`src/rtl/fetch_if.sv`:
```
// Bus between the fetch stage and its neighbours: instruction ROM, IF/ID
// register, hazard unit, redirect source and halt/go control.
interface fetch_if #(
  parameter int IMEM_AW = 10
);
  logic               stall;
  logic               redirect_en;
  logic [31:0]        redirect_pc;
  logic               halt;
  logic               go;
  logic [IMEM_AW-1:0] imem_addr;
  logic [31:0]        imem_data;
  logic [31:0]        ins_out;
  logic [31:0]        pc_out;
  logic [31:0]        pc_plus4_out;
  logic               status_out;
  logic               halted;
  logic [31:0]        fetch_count;

  modport master (
    input  stall, redirect_en, redirect_pc, halt, go, imem_data,
    output imem_addr, ins_out, pc_out, pc_plus4_out, status_out, halted,
           fetch_count
  );

  modport slave (
    output stall, redirect_en, redirect_pc, halt, go, imem_data,
    input  imem_addr, ins_out, pc_out, pc_plus4_out, status_out, halted,
           fetch_count
  );
endinterface

```
`src/rtl/fetch_stage.sv`:
```
// Instruction-fetch stage: PC register with next-PC selection, halt/run
// state machine and a counter of valid fetches accepted by IF/ID.
//
//   state  | meaning
//   RUN    | fetching; PC advances, redirects or holds on stall
//   HALTED | syscall halt seen; PC frozen until go
module fetch_stage #(
  parameter int          IMEM_AW  = 10,
  parameter logic [31:0] RESET_PC = 32'h0000_0000
) (
  input logic      clk,
  input logic      rst,
  fetch_if.master  bus
);

  typedef enum logic {
    RUN    = 1'b0,
    HALTED = 1'b1
  } state_t;

  state_t      state;
  logic [31:0] pc;
  logic [31:0] pc_plus4;
  logic [31:0] fetch_count;
  logic        status;

  assign pc_plus4 = pc + 32'd4;
  assign status   = (state == RUN) & ~bus.halt & ~bus.redirect_en & ~rst;

  assign bus.imem_addr    = pc[IMEM_AW+1:2];
  assign bus.ins_out      = bus.imem_data;
  assign bus.pc_out       = pc;
  assign bus.pc_plus4_out = pc_plus4;
  assign bus.status_out   = status;
  assign bus.halted       = (state == HALTED);
  assign bus.fetch_count  = fetch_count;

  always_ff @(posedge clk) begin
    if (rst) begin
      state       <= RUN;
      pc          <= RESET_PC;
      fetch_count <= 32'd0;
    end else begin
      // halt wins over go, so a simultaneous pair lands in HALTED
      if (bus.halt)
        state <= HALTED;
      else if (state == HALTED && bus.go)
        state <= RUN;

      if (bus.halt || state == HALTED)
        pc <= pc;
      else if (bus.redirect_en)
        pc <= bus.redirect_pc & 32'hFFFF_FFFC;
      else if (!bus.stall)
        pc <= pc_plus4;

      if (status && !bus.stall)
        fetch_count <= fetch_count + 32'd1;
    end
  end

endmodule
```
`src/flat_wrapper.sv`:
```
// flat-port wrapper written by rule: the top's interface ports become plain ports
module fetch_stage_flat 
#(
  parameter int          IMEM_AW  = 10,
  parameter logic [31:0] RESET_PC = 32'h0000_0000
)
  (clk, rst, bus_stall, bus_redirect_en, bus_redirect_pc, bus_halt, bus_go, bus_imem_data, bus_imem_addr, bus_ins_out, bus_pc_out, bus_pc_plus4_out, bus_status_out, bus_halted, bus_fetch_count);
  fetch_if #(.IMEM_AW(IMEM_AW)) bus_i ();
  input logic clk;
  input logic rst;
  input wire logic [$bits(bus_i.stall)-1:0] bus_stall;
  input wire logic [$bits(bus_i.redirect_en)-1:0] bus_redirect_en;
  input wire logic [$bits(bus_i.redirect_pc)-1:0] bus_redirect_pc;
  input wire logic [$bits(bus_i.halt)-1:0] bus_halt;
  input wire logic [$bits(bus_i.go)-1:0] bus_go;
  input wire logic [$bits(bus_i.imem_data)-1:0] bus_imem_data;
  output wire logic [$bits(bus_i.imem_addr)-1:0] bus_imem_addr;
  output wire logic [$bits(bus_i.ins_out)-1:0] bus_ins_out;
  output wire logic [$bits(bus_i.pc_out)-1:0] bus_pc_out;
  output wire logic [$bits(bus_i.pc_plus4_out)-1:0] bus_pc_plus4_out;
  output wire logic [$bits(bus_i.status_out)-1:0] bus_status_out;
  output wire logic [$bits(bus_i.halted)-1:0] bus_halted;
  output wire logic [$bits(bus_i.fetch_count)-1:0] bus_fetch_count;
  assign bus_i.stall = bus_stall;
  assign bus_i.redirect_en = bus_redirect_en;
  assign bus_i.redirect_pc = bus_redirect_pc;
  assign bus_i.halt = bus_halt;
  assign bus_i.go = bus_go;
  assign bus_i.imem_data = bus_imem_data;
  assign bus_imem_addr = bus_i.imem_addr;
  assign bus_ins_out = bus_i.ins_out;
  assign bus_pc_out = bus_i.pc_out;
  assign bus_pc_plus4_out = bus_i.pc_plus4_out;
  assign bus_status_out = bus_i.status_out;
  assign bus_halted = bus_i.halted;
  assign bus_fetch_count = bus_i.fetch_count;
  fetch_stage #(.IMEM_AW(IMEM_AW), .RESET_PC(RESET_PC)) u_core (.clk(clk), .rst(rst), .bus(bus_i));
endmodule
```
`config.mk`:
```
export PLATFORM = sky130hd
export DESIGN_NAME = fetch_stage_flat
export DESIGN_NICKNAME = d
export VERILOG_FILES = /design/src/rtl/fetch_if.sv /design/src/rtl/fetch_stage.sv /design/src/flat_wrapper.sv
export SDC_FILE = /design/constraint.sdc
export NUM_CORES = 1
export LEC_CHECK = 0
export ABC_AREA = 0
export BUFFER_PORTS_ARGS = -buffer_cell sky130_fd_sc_hd__buf_2
export CAP_MARGIN = 20
export CORE_UTILIZATION = 50
export CTS_CLUSTER_DIAMETER = 30
export CTS_CLUSTER_SIZE = 16
export DETAILED_ROUTE_END_ITERATION = 10
export GPL_TIMING_DRIVEN = 0
export PLACE_DENSITY = 0.87
export REMOVE_ABC_BUFFERS = 1
export SLEW_MARGIN = 20
export SYNTH_ARGS = -nofsm -noshare
export SYNTH_HDL_FRONTEND = slang
export SYNTH_SLANG_ARGS = --single-unit
```
`constraint.sdc`:
```
create_clock -name clk -period 4.1 [get_ports clk]
set_clock_uncertainty 0.2 [all_clocks]
set_input_delay 0.205 -clock clk [delete_from_list [all_inputs] [get_ports clk]]
set_output_delay 0.205 -clock clk [all_outputs]
set_load 0.02 [all_outputs]
```
Yosys cells after proc, flatten, opt, wreduce, memory -nomap -nowiden --
Index checks and enable logic that the tools add are counted.
Cells by class: mux-type cells 4, $add $sub $neg 2, bitwise gates (word level) 8, reductions and logical operators 6, equality and inequality tests 1
Operator list (count):
- 32-bit 2-to-1 mux | 2
- 32-bit by 1-bit adder with 32-bit output (second input constant) | 1
- 32-bit by 3-bit adder with 32-bit output (second input constant) | 1
- 1-bit inverter | 5
- 1-bit AND | 3
- 1-bit logical AND | 2
- 1-bit 2-to-1 mux | 2
- 2-bit by 1-bit inequality test with 1-bit output (second input constant) | 1
- 2-bit AND reduction | 1
- 2-bit nonzero test | 1
- 1-bit zero test | 1
- 1-bit logical OR | 1
Word-level totals: bits in registers 65, output and inout port bits 140, word-level logic and storage cells 24

Longest topological paths before layout --
depth after elaboration 5, depth in mapped cells 7, gate-level depth less buffers 6

Worst setup path before layout --
OpenSTA, ideal clock, no wires.
path type register to output, start register u_core.pc[2], in the netlist u_core.bus.pc_out[2], end output bus_pc_plus4_out[30], arrival 2.284 ns, path slack 1.411 ns, cell stages (with the launch flop) 8, data required time 3.695 ns, cells stage by stage dfxtp_1 > ha_1 > and3_1 > nand3_1 > or4_1 > clkbuf_1 > nor2_1 > xor2_1
Between the ends: cells in the longest elaborated chain, start to end 1
RTL lines:
- from (decl) | RTL line fetch_stage.sv:22 | logic [31:0] pc;
- from (signal assigned) | RTL line fetch_stage.sv:51 | pc <= pc;
- from (signal assigned) | RTL line fetch_stage.sv:53 | pc <= bus.redirect_pc & 32'hFFFF_FFFC;
- from (signal assigned) | RTL line fetch_stage.sv:55 | pc <= pc_plus4;
- 32-bit by 3-bit adder with 32-bit output | RTL line fetch_stage.sv:27 | assign pc_plus4 = pc + 32'd4;
- to (decl) | RTL line flat_wrapper.sv:20 | output wire logic [$bits(bus_i.pc_plus4_out)-1:0] bus_pc_plus4_out;
No other way between the ends.

Worst setup path after layout --
start register u_core.pc[2], in the netlist u_core.bus.pc_out[2], end output bus_pc_plus4_out[18]
The elaborated chain is that of the path after synthesis.

==> metrics <==
status finished clean; Hold Crit Depth 5; placed cell area 4510 sq um; largest family of logic cells by synthesized area simple AND/OR/NAND/NOR gates; peak supply drop 202 uV; total track usage 30.4%; Power Density 305 nW/um^2; worst endpoint required time 3690 ps; fin nets 695; met2 wire len 6.11 mm; WP buf/inv 1; synthesis-stage register bit count 63; DP Wirelength 9.29 mm; Synth area leaders dfxtp_1, buf_4, xor2_1; core area 7850 sq um; placed cells 705; total of max-cap violations 0; Final Instance Area 4810 sq um; Post-synth top flop dfxtp_1; Syn Inst Count 536; initial core utilization 52.4%; Die H 92.7 microns; io pins 210; antenna-violating nets left 0; worst reg-to-reg path cell count 6; First-pass DRT Iterations 7; largest net degree at the start of global routing 67; Fin. Hold Viols 0; port bufs 139; crit path time final 3370 ps; die width 92.7 microns; DRT iter0 DRCs 206; wire per inst 18.0 microns; Seq/Total Area, Yosys 30.7%; CTS tree yes; Netlist Area Pre-Place 4110 sq um; Reg clk slew, reported paths 80 ps; root buffer cell clkbuf_8; initial antenna violation count 0; Peak Freq 297 MHz; final-report setup violation count 0; Post-synth EDFFs 0; commonest non-fill, non-tap cell in the layout buf_2; CP Cell Sequence ha_1 -> nand3_1 -> nor3_1 -> and3_1 -> xor2_1 -> buf_2; max-slew violations 0; HP Class in -> reg; clock sink total 63; simple-gate share of the synthesized area 29.8%; die footprint 8590 sq um; post-synth top area cell dfxtp_1; first-pass GRT wire length 20.2 mm; max incr delay on CP 860 ps; area delta synth->final 16.8%; CTS H-Tree Depth 3; Residual DRC 0; cell family with most CP delay simple AND/OR/NAND/NOR gates; Synth Area in Adders 0.608%; LEAKAGE 2.18 nW; grt ovf 0; Synth Area in XOR/XNOR 10.2%; complex-gate fraction of the synthesized area 14.6%; setup TNS 0 ps; vias in the first global route 3,999; relative slew slack 34.3%; Worst EP arrival 2970 ps; Syn. warnings 0; Worst Setup Path Type reg -> out; met3 wire length 1.60 mm; CTS buffer count 9; slowest CP cell nor3_1; # fillers 737; average cell area after synthesis 7.68 sq um; Clk Latency, worst-skew pair 350 ps; Critical Path End Type output pin; setup repair bufs after CTS 0; Synth cell types 53; final std cells w/o fill 730; DR top layer met5; ANT cells 0; layout cells sized above 1 26.6%; RSZ-0062 raised after global routing false; Clock Tree Buf Depth 2; Final Wtd Congestion 0.852; Routed WL 13.2 mm; Worst Setup Start Kind flip-flop; final cycle utilization of the critical path 82.2%; Final Util 61.3%; share of the synthesized area in the top cell type 30.7%; post-synthesis mux area share 2.01%; Vias/cell 5.97; Slew @ Worst Pin 977 ps; Crit Path Max Fanout 7; FP Rows 32; Fin Hold WS 15.0 ps; most frequent cells in the layout buf_2, dfxtp_1, nor2_1; vias 4,359; asr flop ratio synth 0%; WP depth 6; M1 wire length 5.19 mm
-- repair_timing --
| item | in CTS | in global routing |
|---|---|---|
| hold endpoints to repair | 8 | 0 |
| gates resized for setup | 0 | 0 |
| setup endpoints to repair | 0 | 0 |
| hold buffers | 9 | 0 |
-- kinds of logic after synthesis --
kind of cell | after synthesis
fa+ha+maj | 2
simple gates | 233
flops | 63
other cells | 1
xor+xnor | 48
mux | 8
buf+inv | 85
compound gates | 96
-- metrics by stage --
| step | setup slack [ps] | power, W |
|---|---|---|
| final | 729 | 0.00146 |
| after CTS | 752 | 0.00147 |
| after global placement | 515 | 0.000892 |
| after detailed placement | 826 | 0.000900 |
| after global routing | 567 | 0.00151 |
| after floorplan | 1280 | 0.000798 |
-- final timing paths --
| kind | startpoint | endpoint | slack (ps) |
|---|---|---|---|
| setup / recovery | u_core.bus.pc_out[2] | bus_pc_plus4_out[18] | 730 |
| hold / removal | bus_redirect_pc[5] | u_core.bus.pc_out[5] | 20 |
| setup reg to reg | u_core.bus.pc_out[2] | u_core.bus.pc_out[16] | 1070 |
| hold reg to reg | u_core.bus.fetch_count[31] | u_core.bus.fetch_count[31] | 290 |
-- flip-flops by register name, summed over array words and instances, names as in the netlist --
register and cells:
u_core.bus.fetch_count 32, u_core.bus.pc_out 30, u_core.bus.halted 1
-- power by group --
part	total (W)	switching [W]	internal [W]	leakage, nW
clock network	0.000566	0.000265	0.000300	0.103
registers	0.000667	0.0000371	0.000629	0.511
logic	0.000232	0.000148	0.0000840	1.57
total	0.00146	0.000450	0.00101	2.18
-- layout make-up --
class | instances | area (sq um) | area share (%)
Clock buffer | 10 | 138 | 2.86
Multi-Input combinational cell | 391 | 2380 | 49.5
Clock inverter | 6 | 68.8 | 1.43
Sequential cell | 63 | 1260 | 26.2
Tap cell | 102 | 128 | 2.65
Inverter | 9 | 33.8 | 0.703
Timing Repair Buffer | 149 | 800 | 16.6
-- cell usage after synthesis, drive strengths merged, types with 4 or more instances --
library cell,instances
a21oi,30
a31oi,9
and2,4
and3,21
and4,7
buf,53
clkbuf,23
dfxtp,63
inv,8
mux2i,6
nand2,49
nand3,38
nand4,21
nor2,53
nor3,11
nor4b,4
o21ai,21
o22ai,6
o31ai,5
or3,14
xnor2,20
xor2,28
-- metal layers --
metal  track usage (%)  up-vias
li1                  -     2032
met4              9.49        2
met3              13.5       23
met1              36.1     2029
met5              6.41        -
met2              48.3      273
-- worst min-delay path, cell delays in order --
cell	delay, ps
buf_2	80
nand2_1	40
o31ai_1	50
nand2_1	50
a21oi_1	100
Note: power is estimated with default switching activity, not from simulation.
